**src/rtl/multibank_buffer_slv_if.sv**
```systemverilog
// Bus bundle for multibank_buffer_slv: AXI write-data beats in, row stream out.
// The slave modport is the buffer; the master modport is the DMA/consumer side.
interface multibank_buffer_slv_if #(
  parameter int DATA_W    = 64,
  parameter int NUM_BANKS = 2
);
  localparam int BANK_W = $clog2(NUM_BANKS);

  logic                  grant;
  logic [1:0]            aw_burst;
  logic                  s_axi_wvalid;
  logic                  s_axi_wready;
  logic [DATA_W-1:0]     s_axi_wdata;
  logic [DATA_W/8-1:0]   s_axi_wstrb;
  logic                  s_axi_wlast;
  logic                  available;
  logic                  push_valid;
  logic                  push_ready;
  logic [DATA_W-1:0]     data;
  logic [BANK_W-1:0]     push_bank;
  logic                  push_last;
  logic                  err;

  modport slave (
    input  grant, aw_burst, s_axi_wvalid, s_axi_wdata, s_axi_wstrb, s_axi_wlast, push_ready,
    output s_axi_wready, available, push_valid, data, push_bank, push_last, err
  );

  modport master (
    output grant, aw_burst, s_axi_wvalid, s_axi_wdata, s_axi_wstrb, s_axi_wlast, push_ready,
    input  s_axi_wready, available, push_valid, data, push_bank, push_last, err
  );
endinterface

```
**src/rtl/multibank_buffer_slv.sv**
```systemverilog
// Multi-bank write buffer: each bank fills with one INCR burst, then drains as a row stream.
// Optional per-byte write enables via macro MULTIBANK_BUF_STRB_EN.
module multibank_buffer_slv #(
  parameter int DATA_W    = 64,
  parameter int DEPTH     = 16,
  parameter int NUM_BANKS = 2
) (
  input  logic                   clk_i,
  input  logic                   rst_i,
  multibank_buffer_slv_if.slave  bus
);
  localparam int ROW_W     = $clog2(DEPTH);
  localparam int BANK_W    = $clog2(NUM_BANKS);
  localparam int ADDR_W    = ROW_W + BANK_W;
  localparam int MEM_DEPTH = 1 << ADDR_W;
  localparam logic [ROW_W-1:0]  LAST_ROW  = ROW_W'(DEPTH - 1);
  localparam logic [BANK_W-1:0] LAST_BANK = BANK_W'(NUM_BANKS - 1);

  typedef enum logic [1:0] {
    BANK_IDLE,
    BANK_LOADING,
    BANK_FULL,
    BANK_PUSHING
  } bank_state_t;

  bank_state_t         bank_state [NUM_BANKS];

  logic [BANK_W-1:0]   wr_ptr_reg;
  logic [ROW_W-1:0]    wr_row_reg;
  logic                err_reg;

  logic [BANK_W-1:0]   fetch_ptr_reg;
  logic [ROW_W-1:0]    fetch_row_reg;
  logic                push_valid_reg;
  logic                push_last_reg;
  logic [BANK_W-1:0]   push_bank_reg;
  logic [DATA_W-1:0]   data_reg;

  logic [DATA_W-1:0]   mem [MEM_DEPTH];

  bank_state_t         wr_state;
  bank_state_t         fetch_state;
  logic                grant_take;
  logic                wready;
  logic                beat_acc;
  logic                beat_last;
  logic                rd_en;
  logic                handshake;
  logic                drain_done;

  function automatic logic [BANK_W-1:0] next_bank(input logic [BANK_W-1:0] b);
    return (b == LAST_BANK) ? '0 : b + 1'b1;
  endfunction

  always_comb begin
    wr_state    = bank_state[wr_ptr_reg];
    fetch_state = bank_state[fetch_ptr_reg];
    grant_take  = bus.grant && (wr_state == BANK_IDLE);
    wready      = (wr_state == BANK_LOADING) && (bus.aw_burst == 2'b01);
    beat_acc    = bus.s_axi_wvalid && wready;
    beat_last   = beat_acc && (wr_row_reg == LAST_ROW);
    handshake   = push_valid_reg && bus.push_ready;
    drain_done  = handshake && push_last_reg;
    // Prefetch: read the next row whenever the output register is empty or being consumed.
    rd_en       = ((fetch_state == BANK_FULL) || (fetch_state == BANK_PUSHING)) &&
                  (!push_valid_reg || bus.push_ready);
  end

  generate
    for (genvar gi = 0; gi < NUM_BANKS; gi++) begin : g_bank
      bank_state_t st_reg;
      bank_state_t st_next;

      always_comb begin
        st_next = st_reg;
        case (st_reg)
          BANK_IDLE:
            if (grant_take && (wr_ptr_reg == BANK_W'(gi))) st_next = BANK_LOADING;
          BANK_LOADING:
            if (beat_last && (wr_ptr_reg == BANK_W'(gi))) st_next = BANK_FULL;
          BANK_FULL:
            if (rd_en && (fetch_ptr_reg == BANK_W'(gi))) st_next = BANK_PUSHING;
          BANK_PUSHING:
            if (drain_done && (push_bank_reg == BANK_W'(gi))) st_next = BANK_IDLE;
          default:
            st_next = BANK_IDLE;
        endcase
      end

      always_ff @(posedge clk_i) begin
        if (rst_i) st_reg <= BANK_IDLE;
        else       st_reg <= st_next;
      end

      assign bank_state[gi] = st_reg;
    end
  endgenerate

  // Write side: the FSM advances on beat count alone; wlast only feeds the error flag.
  always_ff @(posedge clk_i) begin
    if (rst_i) begin
      wr_ptr_reg <= '0;
      wr_row_reg <= '0;
      err_reg    <= 1'b0;
    end else if (beat_acc) begin
      wr_row_reg <= wr_row_reg + 1'b1;
      if (beat_last) wr_ptr_reg <= next_bank(wr_ptr_reg);
      if (bus.s_axi_wlast != (wr_row_reg == LAST_ROW)) err_reg <= 1'b1;
    end
  end

`ifdef MULTIBANK_BUF_STRB_EN
  always_ff @(posedge clk_i) begin
    if (beat_acc) begin
      for (int b = 0; b < DATA_W / 8; b++) begin
        if (bus.s_axi_wstrb[b]) mem[{wr_ptr_reg, wr_row_reg}][b*8 +: 8] <= bus.s_axi_wdata[b*8 +: 8];
      end
    end
  end
`else
  logic unused_strb;
  assign unused_strb = ^bus.s_axi_wstrb;

  always_ff @(posedge clk_i) begin
    if (beat_acc) mem[{wr_ptr_reg, wr_row_reg}] <= bus.s_axi_wdata;
  end
`endif

  // Read side: the registered memory output doubles as the push data register,
  // so holding rd_en low keeps data stable during back-pressure.
  always_ff @(posedge clk_i) begin
    if (rst_i) begin
      fetch_ptr_reg  <= '0;
      fetch_row_reg  <= '0;
      push_valid_reg <= 1'b0;
      push_last_reg  <= 1'b0;
      push_bank_reg  <= '0;
      data_reg       <= '0;
    end else if (rd_en) begin
      data_reg       <= mem[{fetch_ptr_reg, fetch_row_reg}];
      push_valid_reg <= 1'b1;
      push_bank_reg  <= fetch_ptr_reg;
      push_last_reg  <= (fetch_row_reg == LAST_ROW);
      fetch_row_reg  <= fetch_row_reg + 1'b1;
      if (fetch_row_reg == LAST_ROW) fetch_ptr_reg <= next_bank(fetch_ptr_reg);
    end else if (handshake) begin
      push_valid_reg <= 1'b0;
      push_last_reg  <= 1'b0;
    end
  end

  assign bus.s_axi_wready = wready;
  assign bus.available    = (wr_state == BANK_IDLE);
  assign bus.push_valid   = push_valid_reg;
  assign bus.data         = data_reg;
  assign bus.push_bank    = push_bank_reg;
  assign bus.push_last    = push_last_reg;
  assign bus.err          = err_reg;
endmodule

```
**src/flat_wrapper.sv**
```systemverilog
// flat-port wrapper written by rule: the top's interface ports become plain ports
module multibank_buffer_slv_flat 
#(
  parameter int DATA_W    = 64,
  parameter int DEPTH     = 16,
  parameter int NUM_BANKS = 2
)
  (clk_i, rst_i, bus_grant, bus_aw_burst, bus_s_axi_wvalid, bus_s_axi_wdata, bus_s_axi_wstrb, bus_s_axi_wlast, bus_push_ready, bus_s_axi_wready, bus_available, bus_push_valid, bus_data, bus_push_bank, bus_push_last, bus_err);
  multibank_buffer_slv_if #(.DATA_W(DATA_W), .NUM_BANKS(NUM_BANKS)) bus_i ();
  input  logic clk_i;
  input  logic rst_i;
  input wire logic [$bits(bus_i.grant)-1:0] bus_grant;
  input wire logic [$bits(bus_i.aw_burst)-1:0] bus_aw_burst;
  input wire logic [$bits(bus_i.s_axi_wvalid)-1:0] bus_s_axi_wvalid;
  input wire logic [$bits(bus_i.s_axi_wdata)-1:0] bus_s_axi_wdata;
  input wire logic [$bits(bus_i.s_axi_wstrb)-1:0] bus_s_axi_wstrb;
  input wire logic [$bits(bus_i.s_axi_wlast)-1:0] bus_s_axi_wlast;
  input wire logic [$bits(bus_i.push_ready)-1:0] bus_push_ready;
  output wire logic [$bits(bus_i.s_axi_wready)-1:0] bus_s_axi_wready;
  output wire logic [$bits(bus_i.available)-1:0] bus_available;
  output wire logic [$bits(bus_i.push_valid)-1:0] bus_push_valid;
  output wire logic [$bits(bus_i.data)-1:0] bus_data;
  output wire logic [$bits(bus_i.push_bank)-1:0] bus_push_bank;
  output wire logic [$bits(bus_i.push_last)-1:0] bus_push_last;
  output wire logic [$bits(bus_i.err)-1:0] bus_err;
  assign bus_i.grant = bus_grant;
  assign bus_i.aw_burst = bus_aw_burst;
  assign bus_i.s_axi_wvalid = bus_s_axi_wvalid;
  assign bus_i.s_axi_wdata = bus_s_axi_wdata;
  assign bus_i.s_axi_wstrb = bus_s_axi_wstrb;
  assign bus_i.s_axi_wlast = bus_s_axi_wlast;
  assign bus_i.push_ready = bus_push_ready;
  assign bus_s_axi_wready = bus_i.s_axi_wready;
  assign bus_available = bus_i.available;
  assign bus_push_valid = bus_i.push_valid;
  assign bus_data = bus_i.data;
  assign bus_push_bank = bus_i.push_bank;
  assign bus_push_last = bus_i.push_last;
  assign bus_err = bus_i.err;
  multibank_buffer_slv #(.DATA_W(DATA_W), .DEPTH(DEPTH), .NUM_BANKS(NUM_BANKS)) u_core (.clk_i(clk_i), .rst_i(rst_i), .bus(bus_i));
endmodule
```
**config.mk**
```make
export PLATFORM = sky130hd
export DESIGN_NAME = multibank_buffer_slv_flat
export DESIGN_NICKNAME = d
export VERILOG_FILES = /design/src/rtl/multibank_buffer_slv_if.sv /design/src/rtl/multibank_buffer_slv.sv /design/src/flat_wrapper.sv
export SDC_FILE = /design/constraint.sdc
export NUM_CORES = 2
export LEC_CHECK = 0
export CAP_MARGIN = 20
export CORE_ASPECT_RATIO = 1.5
export CORE_MARGIN = 2
export CORE_UTILIZATION = 55
export CTS_BUF_LIST = sky130_fd_sc_hd__clkbuf_2 sky130_fd_sc_hd__clkbuf_4 sky130_fd_sc_hd__clkbuf_8
export DETAILED_ROUTE_END_ITERATION = 6
export HOLD_SLACK_MARGIN = 0.08
export PLACE_DENSITY = 0.83
export SYNTH_ARGS = -nofsm -noshare
export SYNTH_HDL_FRONTEND = slang
export SYNTH_SLANG_ARGS = --single-unit
```
**constraint.sdc**
```tcl
create_clock -name clk_i -period 7.2 [get_ports clk_i]
set_clock_uncertainty 0.15 [all_clocks]
set_input_delay 1.44 -clock clk_i [delete_from_list [all_inputs] [get_ports clk_i]]
set_output_delay 1.44 -clock clk_i [all_outputs]
set_load 0.03 [all_outputs]
```
==> flow_summary.json <==
{
  "hold_path_class": "reg2reg",
  "setup_viol": 0,
  "grt_antenna_before_repair": 8,
  "async_flop_share_pct": 0,
  "vias_per_cell": 6.567,
  "row_count": 172,
  "tritoncts": "built",
  "grt_pass1_vias": 42080,
  "die_w_um": 317.8,
  "initial_utilization_pct": 55.44,
  "root_buffer": "clkbuf_8",
  "power.density_mw_per_mm2": 295.6,
  "syn_area_mm2": 0.08126,
  "drive_above_1_share_pct": 28.05,
  "wire_per_inst_um": 30.63,
  "clock_latency_ns": 1.00,
  "postSynthCellCount": 3785,
  "final_nets": 4226,
  "p_leak_nw": 27.58,
  "clk_pin_slew_worst_paths_ns": 0.07,
  "synth-seq-cells": 2130,
  "grt_pass1_wl_um": 276700,
  "synth-edff-count": 2048,
  "track_usage_pct": 25.29,
  "grt_start_max_net_pins": 139,
  "slew_headroom_pct": 23.80,
  "largest_reg_flops": 2048,
  "period_share_pct": 63.73,
  "yosysSeqAreaShare_pct": 77.71,
  "io_buffers": 141,
  "overflow": 0,
  "cts_buffer_depth": 4,
  "finalMaxSlewViolations": 0,
  "dr_total_vias": 41180,
  "critical_path_class": "reg2out",
  "place.gp.congestion": 0.7767,
  "hpwlAfterDp_um": 99030,
  "cts_sinks": 2130,
  "synth_cell_types": 43,
  "cp.arrival_ns": 3.00,
  "dr.pass1.iters": 5,
  "die_h_um": 474.8,
  "drc": 0,
  "critPathMaxFanout": 16,
  "synthFlopType": "edfxtp_1",
  "period_minus_slack_ns": 4.589,
  "worstPathRequired_ns": 5.61,
  "postCtsSetupBuffers": 0,
  "rsz0062_at_grt": "false",
  "finalSetupTns_ns": 0,
  "ant_nets": 0,
  "worst_slew_pin_slew_ns": 1.139,
  "synth_fp_nets": 3880,
  "dieArea_mm2": 0.1509,
  "dr.first_iter.drc_count": 5575,
  "use_met2_pct": 42.05,
  "core_area_mm2": 0.1466,
  "wirelength_um": 192100,
  "cts-htree-levels": 5,
  "hold_viol_final": 0,
  "ir_drop_mv": 0.3645,
  "cts_resized": 0,
  "cap_violations": 0,
  "holdBufCountCts": 0,
  "use_met1_pct": 32.81,
  "io_pins": 150,
  "startpoint_type": "flip-flop",
  "run_status": "finished clean",
  "syn_to_final_growth_pct": 13.46,
  "cts_buffers": 305,
  "avgSynthCellArea_um2": 21.47,
  "endpoint_kind": "output port",
  "final_util_pct": 62.91,
  "fillCellCount": 9086,
  "met3_usage_pct": 5.095,
  "ys_warn_count": 0,
  "timing.fmax_mhz": 217.9,
  "top_usage_layer": "met2"
}
==> placed cells by master, fill, tap and decap left out, types with 34 or more instances in the layout <==
master and count:
edfxtp_1 2048, mux4_2 384, clkbuf_8 326, mux2i_1 194, mux2_2 192, clkdlybuf4s50_1 140
a22oi_1 128, clkbuf_4 92, dfxtp_1 79, nand2_1 78, a21oi_1 68, a31oi_1 67
nor2b_1 64, a211oi_1 64, a32oi_1 64, buf_4 53, clkinv_1 51, nor2_4 37
clkinv_2 34
==> worst max-delay path, stage by stage (launching register included) <==
cell and delay, ns:
dfxtp_1 0.78, mux2_4 0.39, nor3_1 0.13, clkdlybuf4s50_1 0.69
==> synth_stat cells, types with 12 or more instances <==
master | instances | area, µm²
mux4_2 | 384 | 8648
buf_4 | 19 | 142.6
buf_6 | 14 | 157.7
nor2b_1 | 65 | 406.6
ha_1 | 15 | 187.7
buf_2 | 55 | 275.3
a21oi_1 | 68 | 340.3
nand2_1 | 79 | 296.5
inv_1 | 12 | 45.04
mux2i_1 | 194 | 1942
dfxtp_1 | 82 | 1642
edfxtp_1 | 2048 | 61500
nor2_1 | 56 | 210.2
a22oi_1 | 128 | 960.9
clkbuf_1 | 103 | 386.6
buf_1 | 26 | 97.59
a211oi_1 | 64 | 480.5
a31oi_1 | 67 | 419.2
mux2_2 | 192 | 2162
a32oi_1 | 64 | 560.5
==> layer usage <==
layer / routed length (µm) / share of wire [%]
met5: 43 / 0.022
met4: 7332 / 3.8
met2: 95880 / 50
met1: 67970 / 35
met3: 20860 / 11
==> metrics by stage <==
step	cells	total power [mW]	hold slack, ns	cell area [µm²]	worst slack [ns]
6_report	6271	27.25	0.3298	92200	2.611
5_1_grt	6270	28.05	0.3580	92190	2.510
4_1_cts	6231	27.32	0.3397	91320	2.598
3_5_place_dp	5702	17.87	0.3222	85240	1.780
3_3_place_gp	5702	17.79	0.3160	85240	1.944
2_1_floorplan	3785	16.90	0.3668	81260	1.468
==> report_power, final <==
part	switching [mW]	total [mW]	internal [mW]
combinational	1.98	3.82	1.84
clock	4.39	9.59	5.20
sequential	0.170	13.8	13.7
==> final timing paths <==
kind / startpoint / to / slack (ns) / cells past startpoint
worst max-delay path: u_core.wr_ptr_reg$_SDFFE_PP0P_ / bus_s_axi_wready / 2.61 / 3
worst min-delay path: u_core.bus.err$_SDFFE_PP0P_ / u_core.bus.err$_SDFFE_PP0P_ / 0.33 / 2
worst max register to register: u_core.wr_ptr_reg$_SDFFE_PP0P_ / u_core.mem[2][46]$_DFFE_PP_ / 2.67 / 5
worst min register to register: u_core.bus.err$_SDFFE_PP0P_ / u_core.bus.err$_SDFFE_PP0P_ / 0.33 / 2
==> cell type report <==
cell class,count,area (µm²),share of cell area [%]
sequential,2130,63150,68.50
multi-input combinational,1426,17310,18.78
clock buffer,418,5177,5.616
timing repair buffer,256,3203,3.474
tap,1914,2395,2.598
clock inverter,111,900.9,0.9771
inverter,12,45.04,0.04886
antenna,4,10.01,0.01086
==> logic make-up after synthesis <==
kind of cell               count (synthesis)  share of synthesized area (%)
and+or+nand+nor                          224                          1.338
muxes                                    771                          15.71
AOI/OAI and AO/OA                        408                          3.566
xor gates and xnor gates                   8                        0.08622
buffers and inverters                    229                          1.360
adders and majority gates                 15                         0.2310
DFF                                     2130                          77.71
Note: power is estimated with default switching activity, not from simulation.
